===== config.mk =====
export PLATFORM = sky130hd
export DESIGN_NAME = datapath_wall
export DESIGN_NICKNAME = d
export VERILOG_FILES = /design/src/rtl/datapath_wall_pkg.sv /design/src/rtl/datapath_wall_rate_divider.sv /design/src/rtl/datapath_wall.sv
export SDC_FILE = /design/constraint.sdc
export NUM_CORES = 1
export LEC_CHECK = 0
export ABC_AREA = 0
export CAP_MARGIN = 0
export CORE_MARGIN = 5
export CORE_UTILIZATION = 59
export CTS_BUF_LIST = sky130_fd_sc_hd__clkbuf_8
export DETAILED_ROUTE_END_ITERATION = 10
export PLACE_DENSITY = 0.87
export SLEW_MARGIN = 25
export SYNTH_ARGS = -nofsm -noshare
export SYNTH_HDL_FRONTEND = slang
export SYNTH_SLANG_ARGS = --single-unit

===== constraint.sdc =====
create_clock -name clk -period 2.27 [get_ports clk]
set_input_delay 0.3405 -clock clk [delete_from_list [all_inputs] [get_ports clk]]
set_output_delay 0.3405 -clock clk [all_outputs]
set_load 0.1 [all_outputs]

===== src/rtl/datapath_wall_pkg.sv =====
// Shared definitions for the wall datapath: FSM state encoding, colour constants, gap clamp.
// Also used by the bird datapath, so keep it free of module-specific parameters.
package datapath_wall_pkg;

  typedef enum logic [2:0] {
    S_IDLE   = 3'd0,
    S_ERASE  = 3'd1,
    S_UPDATE = 3'd2,
    S_DRAW   = 3'd3,
    S_CHECK  = 3'd4
  } state_t;

  localparam int DEFAULT_SCREEN_W = 160;
  localparam int DEFAULT_SCREEN_H = 120;
  localparam logic [2:0] COLOUR_ERASE = 3'b000;
  localparam logic [2:0] COLOUR_WALL  = 3'b010;

  // Keeps the whole opening on screen: gap top never exceeds SCREEN_H-GAP_H.
  function automatic logic [6:0] clamp_gap(input logic [6:0] g, input logic [6:0] limit);
    return (g > limit) ? limit : g;
  endfunction

endpackage


===== src/rtl/datapath_wall_rate_divider.sv =====
// Frame tick generator: counts enabled clocks and pulses tick on count DIV-1, then wraps.
module rate_divider #(
  parameter int DIV = 833333
) (
  input  logic clk,
  input  logic resetn,
  input  logic enable,
  output logic tick
);

  localparam int CW = (DIV > 1) ? $clog2(DIV) : 1;

  logic [CW-1:0] count;

  assign tick = enable && (count == CW'(DIV - 1));

  always_ff @(posedge clk) begin
    if (!resetn) begin
      count <= '0;
    end else if (enable) begin
      count <= tick ? '0 : count + CW'(1);
    end
  end

endmodule


===== src/rtl/datapath_wall.sv =====
// Wall datapath: holds wall position/gap, erases and redraws it one pixel per clock, flags collisions.
// Optional WALL_SCORE_EN adds an 8-bit saturating score counted on each wall wrap.
module datapath_wall
  import datapath_wall_pkg::*;
#(
  parameter int         SCREEN_W    = DEFAULT_SCREEN_W,
  parameter int         SCREEN_H    = DEFAULT_SCREEN_H,
  parameter int         WALL_W      = 4,
  parameter int         GAP_H       = 30,
  parameter int         STEP        = 1,
  parameter int         FRAME_DIV   = 833333,
  parameter logic [2:0] WALL_COLOUR = COLOUR_WALL
) (
  input  logic       clk,
  input  logic       resetn,
  input  logic       start,
  input  logic       move,
  input  logic [6:0] gap_y,
  input  logic [7:0] player_x,
  input  logic [6:0] player_y,
  output logic [7:0] x,
  output logic [6:0] y,
  output logic [2:0] colour,
  output logic       plot,
  output logic       touched
`ifdef WALL_SCORE_EN
  ,
  output logic [7:0] score
`endif
);

  localparam logic [7:0] WALL_X0  = 8'(SCREEN_W - WALL_W);
  localparam logic [6:0] GAP_MAX  = 7'(SCREEN_H - GAP_H);
  localparam logic [7:0] COL_LAST = 8'(WALL_W - 1);
  localparam logic [6:0] ROW_LAST = 7'(SCREEN_H - 1);
  localparam logic [7:0] STEP_V   = 8'(STEP);

  state_t     state, state_next;
  logic [7:0] wall_x;
  logic [6:0] gap;
  logic [7:0] col;
  logic [6:0] row;
  logic       tick;
  logic       div_resetn;
  logic       scan_last;
  logic       wrap;
  logic [8:0] wall_end;
  logic [7:0] gap_end;
  logic       row_solid;
  logic       hit;

  // start restarts the frame count as well, so a fresh wall waits a full frame.
  assign div_resetn = resetn && !start;

  rate_divider #(.DIV(FRAME_DIV)) u_frame (
    .clk    (clk),
    .resetn (div_resetn),
    .enable (move),
    .tick   (tick)
  );

  assign scan_last = (col == COL_LAST) && (row == ROW_LAST);
  assign wrap      = (wall_x < STEP_V);
  assign wall_end  = {1'b0, wall_x} + 9'(WALL_W);
  assign gap_end   = {1'b0, gap} + 8'(GAP_H);
  assign row_solid = (row < gap) || ({1'b0, row} >= gap_end);
  assign hit       = (player_x >= wall_x) && ({1'b0, player_x} < wall_end) &&
                     ((player_y < gap) || ({1'b0, player_y} >= gap_end));

  always_comb begin
    state_next = state;
    case (state)
      S_IDLE:   if (tick && move) state_next = S_ERASE;
      S_ERASE:  if (scan_last) state_next = S_UPDATE;
      S_UPDATE: state_next = S_DRAW;
      S_DRAW:   if (scan_last) state_next = S_CHECK;
      S_CHECK:  state_next = S_IDLE;
      default:  state_next = S_IDLE;
    endcase
  end

  // Pixel outputs trail the scan counters by one clock; touched is timed to coincide with CHECK.
  always_ff @(posedge clk) begin
    if (!resetn || start) begin
      state   <= S_IDLE;
      wall_x  <= WALL_X0;
      gap     <= resetn ? clamp_gap(gap_y, GAP_MAX) : 7'd0;
      col     <= '0;
      row     <= '0;
      x       <= '0;
      y       <= '0;
      colour  <= COLOUR_ERASE;
      plot    <= 1'b0;
      touched <= 1'b0;
    end else begin
      state   <= state_next;
      plot    <= 1'b0;
      touched <= 1'b0;
      case (state)
        S_ERASE, S_DRAW: begin
          x      <= wall_x + col;
          y      <= row;
          colour <= (state == S_DRAW) ? WALL_COLOUR : COLOUR_ERASE;
          plot   <= (state == S_ERASE) || row_solid;
          if (row == ROW_LAST) begin
            row <= '0;
            col <= scan_last ? 8'd0 : col + 8'd1;
          end else begin
            row <= row + 7'd1;
          end
          if (state == S_DRAW && scan_last) touched <= hit;
        end
        S_UPDATE: begin
          if (wrap) begin
            wall_x <= WALL_X0;
            gap    <= clamp_gap(gap_y, GAP_MAX);
          end else begin
            wall_x <= wall_x - STEP_V;
          end
        end
        default: ;
      endcase
    end
  end

`ifdef WALL_SCORE_EN
  always_ff @(posedge clk) begin
    if (!resetn || start) begin
      score <= '0;
    end else if (state == S_UPDATE && wrap && score != 8'hFF) begin
      score <= score + 8'd1;
    end
  end
`endif

endmodule


# --- Word-level counts from Yosys, hierarchy flattened ---
# Index checks and enable logic that the tools add are counted.
op_classes:
  bitwise_logic: 2
  mux: 14
  eq_ne: 9
  n_addsub: 7
  n_reduce_logical: 22
  order_cmp: 8
op_table:
  columns: ["operator", "count"]
  rows:
  - ["7-bit two-way mux", 6]
  - ["20-bit by 1-bit adder with 20-bit output, second input constant", 1]
  - ["20-bit equality test, second input constant", 1]
  - ["20-bit two-way mux", 1]
  - ["7-bit by 8-bit >= comparator with 1-bit output", 2]
  - ["8-bit two-way mux", 2]
  - ["7-bit less-than comparator", 2]
  - ["3-bit one-hot mux with 4 select lines", 1]
  - ["8-bit by 3-bit adder with 9-bit output, second input constant", 1]
  - ["8-bit by 9-bit less-than comparator with 1-bit output", 1]
  - ["3-bit two-way mux", 3]
  - ["7-bit by 5-bit adder with 8-bit output, second input constant", 1]
  - ["8-bit by 1-bit adder with 8-bit output, second input constant", 1]
  - ["8-bit adder", 1]
  - ["8-bit by 2-bit equality test with 1-bit output, second input constant", 1]
  - ["8-bit >= comparator", 1]
  - ["8-bit by 1-bit less-than comparator with 1-bit output, second input constant", 1]
  - ["8-bit by 1-bit subtractor with 8-bit output, second input constant", 1]
  - ["7-bit by 1-bit adder with 7-bit output, second input constant", 1]
  - ["7-bit equality test, second input constant", 1]
  - ["7-bit greater-than comparator, second input constant", 1]
  - ["1-bit logical AND", 7]
  - ["3-bit by 2-bit equality test with 1-bit output, second input constant", 2]
  - ["2-bit inequality test, second input constant", 3]
  - ["other kinds (11)", 19]
word_totals:
  ff_bits: 73
  out_inout_bits: 20

# --- Logic depth before layout (Yosys ltp) ---
logic_depth:
  ltp_word: 5
  mapped_depth: 10
  depth_no_buf: 10

# --- By module ---
# From an unflattened synthesis, not the netlist that was laid out.
hier_totals:
  cells_unflattened: 508
  hier_area_um2: 4398.0
by_module_without_submodules:
  columns: ["module", "cells_each", "area_each_um2", "n_inst"]
  rows:
  - ["datapath_wall", 384, 3352.0, 1]
  - ["rate_divider", 124, 1046.0, 1]

# --- Worst setup path after synthesis ---
# Ideal clock, no wire load.
synth_path:
  path_kind: "reg-to-reg"
  startpoint: "register gap[1]"
  endpoint: "register plot"
  required_ns: 2.145
  slack_ns: 0.360
  n_path_buf: 0
  arrival_time_ns: 1.785
  stages_incl_launch_ff: 10
  setup_ns: 0.125
  synth_period_minus_slack_ns: 1.910
  cell_sequence: "edfxtp_1 > inv_1 > ha_1 > ha_1 > o21ai_0 > nand2b_1 > a311oi_1 > nor2_1 > o2111ai_1 > nand3_1"
synth_between:
  elab_chain_cells: 4
  word_cells_on_any_way: 5
synth_rtl:
  columns: ["element", "line", "text"]
  rows:
  - ["start: declaration", "datapath_wall.sv:40", "logic [6:0] gap;"]
  - ["start signal: assignment", "datapath_wall.sv:87", "gap <= resetn ? clamp_gap(gap_y, GAP_MAX) : 7'd0;"]
  - ["start signal: assignment", "datapath_wall.sv:116", "gap <= clamp_gap(gap_y, GAP_MAX);"]
  - ["7-bit by 5-bit adder with 8-bit output", "datapath_wall.sv:65", "assign gap_end = {1'b0, gap} + 8'(GAP_H);"]
  - ["7-bit by 8-bit >= comparator with 1-bit output", "datapath_wall.sv:66", "assign row_solid = (row < gap) || ({1'b0, row} >= gap_end);"]
  - ["1-bit logical OR *", "datapath_wall.sv:66", null]
  - ["1-bit logical OR *", "datapath_wall.sv:104", "plot <= (state == S_ERASE) || row_solid;"]
  - ["end signal: assignment", "datapath_wall.sv:104", null]
  - ["end: declaration", "datapath_wall.sv:24", "output logic plot,"]
# Mark *: on every way between the ends. The rest lies on a longest branch, timed or not.
# A chain may end at the register's enable or synchronous reset.

# --- Worst setup path after layout ---
layout_path:
  startpoint: "register col[0]"
  endpoint: "register x[6]"
layout_between:
  elab_chain_cells: 1
layout_rtl:
  columns: ["element", "line", "text"]
  rows:
  - ["start: declaration", "datapath_wall.sv:41", "logic [7:0] col;"]
  - ["start signal: assignment", "datapath_wall.sv:107", "col <= scan_last ? 8'd0 : col + 8'd1;"]
  - ["8-bit adder", "datapath_wall.sv:101", "x <= wall_x + col;"]
  - ["end signal: assignment", "datapath_wall.sv:101", null]
  - ["end: declaration", "datapath_wall.sv:21", "output logic [7:0] x,"]
# No other way between the ends.

==> flow_metrics.env <==
export IMPL_rows=31
export IMPL_synth_top_family_by_area="simple AND/OR/NAND/NOR gates"
export IMPL_synthCells=503
export IMPL_grt_pass1_wl_mm=15.43
export IMPL_synth_seq_cells=71
export IMPL_period_minus_slack_ns=2.115
export IMPL_pwr_share_clk=0.444
export IMPL_cts_made_buffers=9
export IMPL_cts_tree="built"
export IMPL_wl_per_cell_microns=13.98
export IMPL_synthMuxAreaShare=0.009686
export IMPL_pwr_share_comb=0.105
export IMPL_clock_sinks=71
export IMPL_pwr_share_seq=0.451
export IMPL_sw_frac_of_total=0.2286
export IMPL_cpMostUsedCell="o21ai_0"
export IMPL_clockBufferDepth=2
export IMPL_fin_setup_tns_ns=0
export IMPL_drc_errors=0
export IMPL_synth_ff_type="dfxtp_1"
export IMPL_maxCapViolCount=0
export IMPL_die_h_microns=95
export IMPL_cts_hold_buf=0
export IMPL_n_antenna_cell=0
export IMPL_cts_resized=0
export IMPL_rr_startpoint="col[0]"
export IMPL_min_path_type="register to register"
export IMPL_port_buffers=43
export IMPL_root_buffer="clkbuf_8"
export IMPL_max_freq_mhz=472.8
export IMPL_yosys_warnings=0
export IMPL_synth_simple_area_share=0.2345
export IMPL_outcome="completed"
export IMPL_p_sw_mw=0.6535
export IMPL_setup_viol=0
export IMPL_synth_avg_cell_area_sq_um=8.475
export IMPL_p_int_mw=2.205
export IMPL_cts_setup_buffers=0
export IMPL_synth_edff_count=7
export IMPL_dp_cells=646
export IMPL_start_kind="register"
export IMPL_grt_ovfl_total=0
export IMPL_p_leak_nw=2.046
export IMPL_syn_to_final_growth_pct=19.31
export IMPL_regToRegSetupSlack_ns=0.16
export IMPL_die_area_sq_mm=0.009025
export IMPL_min_from="x[4]"
export IMPL_dpl_instance_area_sq_mm=0.004818
export IMPL_wl_mm=9.257
export IMPL_crit_arrival_ns=2.35
export IMPL_grt_pass1_vias=3551
export IMPL_fin_ws_ns=0.1550
export IMPL_layout_drive_gt1_share=0.09591
export IMPL_fin_nets=638
export IMPL_async_flop_share=0
export IMPL_r2r_cells=9
export IMPL_final_area_sq_mm=0.005086
export IMPL_end_kind="register"
export IMPL_fin_skew_ns=0.007849
export IMPL_min_path_cells=2
export IMPL_routabilityCongestion=0.8594
export IMPL_ir_worst_vdd_uv=334.5
export IMPL_ys_seq_area_frac=0.3499
export IMPL_p_per_area_mw_per_mm2=562.1
export IMPL_total_power_mw=2.859
export IMPL_synthesis_area_sq_mm=0.004263
export IMPL_r2r_end="x[6]"
export IMPL_maxSlewViolCount=0
export IMPL_period_share=0.9317
export IMPL_num_vias=3681
export IMPL_coreArea_sq_mm=0.007137
export IMPL_hpwl_mm=7.091
export IMPL_post_synth_xor_area_fraction=0.09657
export IMPL_holdWs_ns=0.4518
export IMPL_die_x_microns=95
export IMPL_slowest_delay_ns=0.44
export IMPL_antenna_found_initial=0
export IMPL_synth_compound_area_share=0.1042
export IMPL_synth_cell_types=51
export IMPL_fin_cells=662
export IMPL_start_util=0.5973
export IMPL_cpMaxStageDelayCell="dfxtp_1"
export IMPL_drt_initial_drc_count=172
export IMPL_pin_count=46
export IMPL_drt_pre_antenna_iters=5
export IMPL_criticalPathCategory="register to register"
export IMPL_clk_latency_ns=0.35
export IMPL_min_to="x[4]"
export IMPL_clk_pin_slew_ns=0.07
export IMPL_dpl_worst_slack_ns=0.06888
export IMPL_path_max_fanout=5
export IMPL_crit_buf_inv=1
export IMPL_path_cells="ha_1, inv_1, fa_1, nor2b_1, o21ai_0, a21oi_1, o21ai_0, mux2i_1, nand2_1"
export IMPL_finish_utilization=0.7127
export IMPL_cpLargestDelayFamily="adder cells"
export IMPL_synthAdderAreaFrac=0.1603
export IMPL_antenna_left=0
export IMPL_grtUsageTotal=0.2172
export IMPL_grt_max_degree=26
export IMPL_viasPerCell=5.560
export IMPL_worst_ep_required_time_ns=2.50
export IMPL_htreeDepth=3
export IMPL_hold_viol_final=0
## area by class of cell
cell class	count	area (sq um)
Clock inverter	5	103.9
Fill cell	546	2051
Multi-Input combinational cell	387	2600
Inverter	34	127.6
Sequential cell	71	1491
Tap cell	99	123.9
Clock buffer	11	151.4
Timing Repair Buffer	55	488.0
## cell families after synthesis
| group | count (synthesis) |
|---|---|
| AND/OR/NAND/NOR | 205 |
| other | 1 |
| flip-flops | 71 |
| multiplexers | 4 |
| adder cells (fa/ha/maj) | 54 |
| AO/OA/AOI/OAI | 75 |
| buffers and inverters | 46 |
| XOR/XNOR | 47 |
## worst min-delay path: cells and delay by family (launching register included)
family,cells,cell delay (ns)
AOI/OAI and AO/OA,1,0.05
and+or+nand+nor,1,0.05
DFF,1,0.31
## registers in the layout, indices dropped and copies added (netlist names)
name,flops
col,8
colour,1
gap,7
plot,1
row,7
state,3
touched,1
u_frame.count,20
wall_x,8
x,8
y,7
## placed cells by master, fill, tap and decap left out, types with 10 or more instances in the layout
cell type	synthesis	routed
a21oi_1	30	30
buf_4	2	29
clkbuf_8	0	11
clkdlybuf4s50_1	0	25
dfxtp_1	64	64
ha_1	53	53
inv_1	34	33
nand2_1	50	50
nand3_1	24	24
nand4_1	10	10
nor2_1	65	65
nor3_1	14	14
o21ai_0	21	21
xnor2_1	29	29
xor2_1	18	18
## cell usage after synthesis (2+ instances only)
cell type  count  share of area
nor2_1        65          0.057
dfxtp_1       64           0.30
ha_1          53           0.16
nand2_1       50          0.044
inv_1         34          0.030
a21oi_1       30          0.035
xnor2_1       29          0.060
nand3_1       24          0.028
o21ai_0       21          0.025
xor2_1        18          0.037
nor3_1        14          0.016
nand4_1       10          0.015
clkbuf_1       9         0.0079
nand2b_1       8          0.012
nor2b_1        8          0.012
edfxtp_1       7          0.049
nor4_1         6         0.0088
o21a_1         4         0.0070
a211oi_1       3         0.0053
and3_1         3         0.0044
and4_1         3         0.0062
mux2i_1        3         0.0070
o211ai_1       3         0.0053
a2111oi_0      2         0.0041
a21o_1         2         0.0035
a31oi_1        2         0.0029
buf_4          2         0.0035
o2111ai_1      2         0.0041
or3_1          2         0.0029
## layer usage
layer / vias up / global-route usage / part of all wire
li1: 1850 / - / -
met1: 1703 / 0.2667 / 0.43
met2: 104 / 0.3652 / 0.48
met3: 24 / 0.03745 / 0.055
met4: 0 / 0.1082 / 0.027
met5: - / 0 / 0
## power by group through the flow
stage               clock network [mW]  logic [mW]  registers [mW]
finish                            1.27       0.299            1.29
floorplan                            0       0.180            1.32
CTS                               1.28       0.293            1.29
global route                      1.34       0.336            1.29
detailed placement                   0       0.289            1.32
global placement                     0       0.276            1.32
## worst max path at each step
| stage | endpoint | from | slack (ns) | depth (start not counted) |
|---|---|---|---|---|
| after detailed placement | touched | player_x[1] | 0.07 | 7 |
| after CTS | plot | gap[1] | 0.17 | 8 |
| final | x[6] | col[0] | 0.16 | 9 |
| after global placement | touched | player_x[1] | 0.11 | 7 |
| after global routing | touched | wall_x[4] | -0.007 | 8 |
| after floorplan | plot | gap[1] | 0.36 | 9 |
Power figures use the tool's default switching activity.
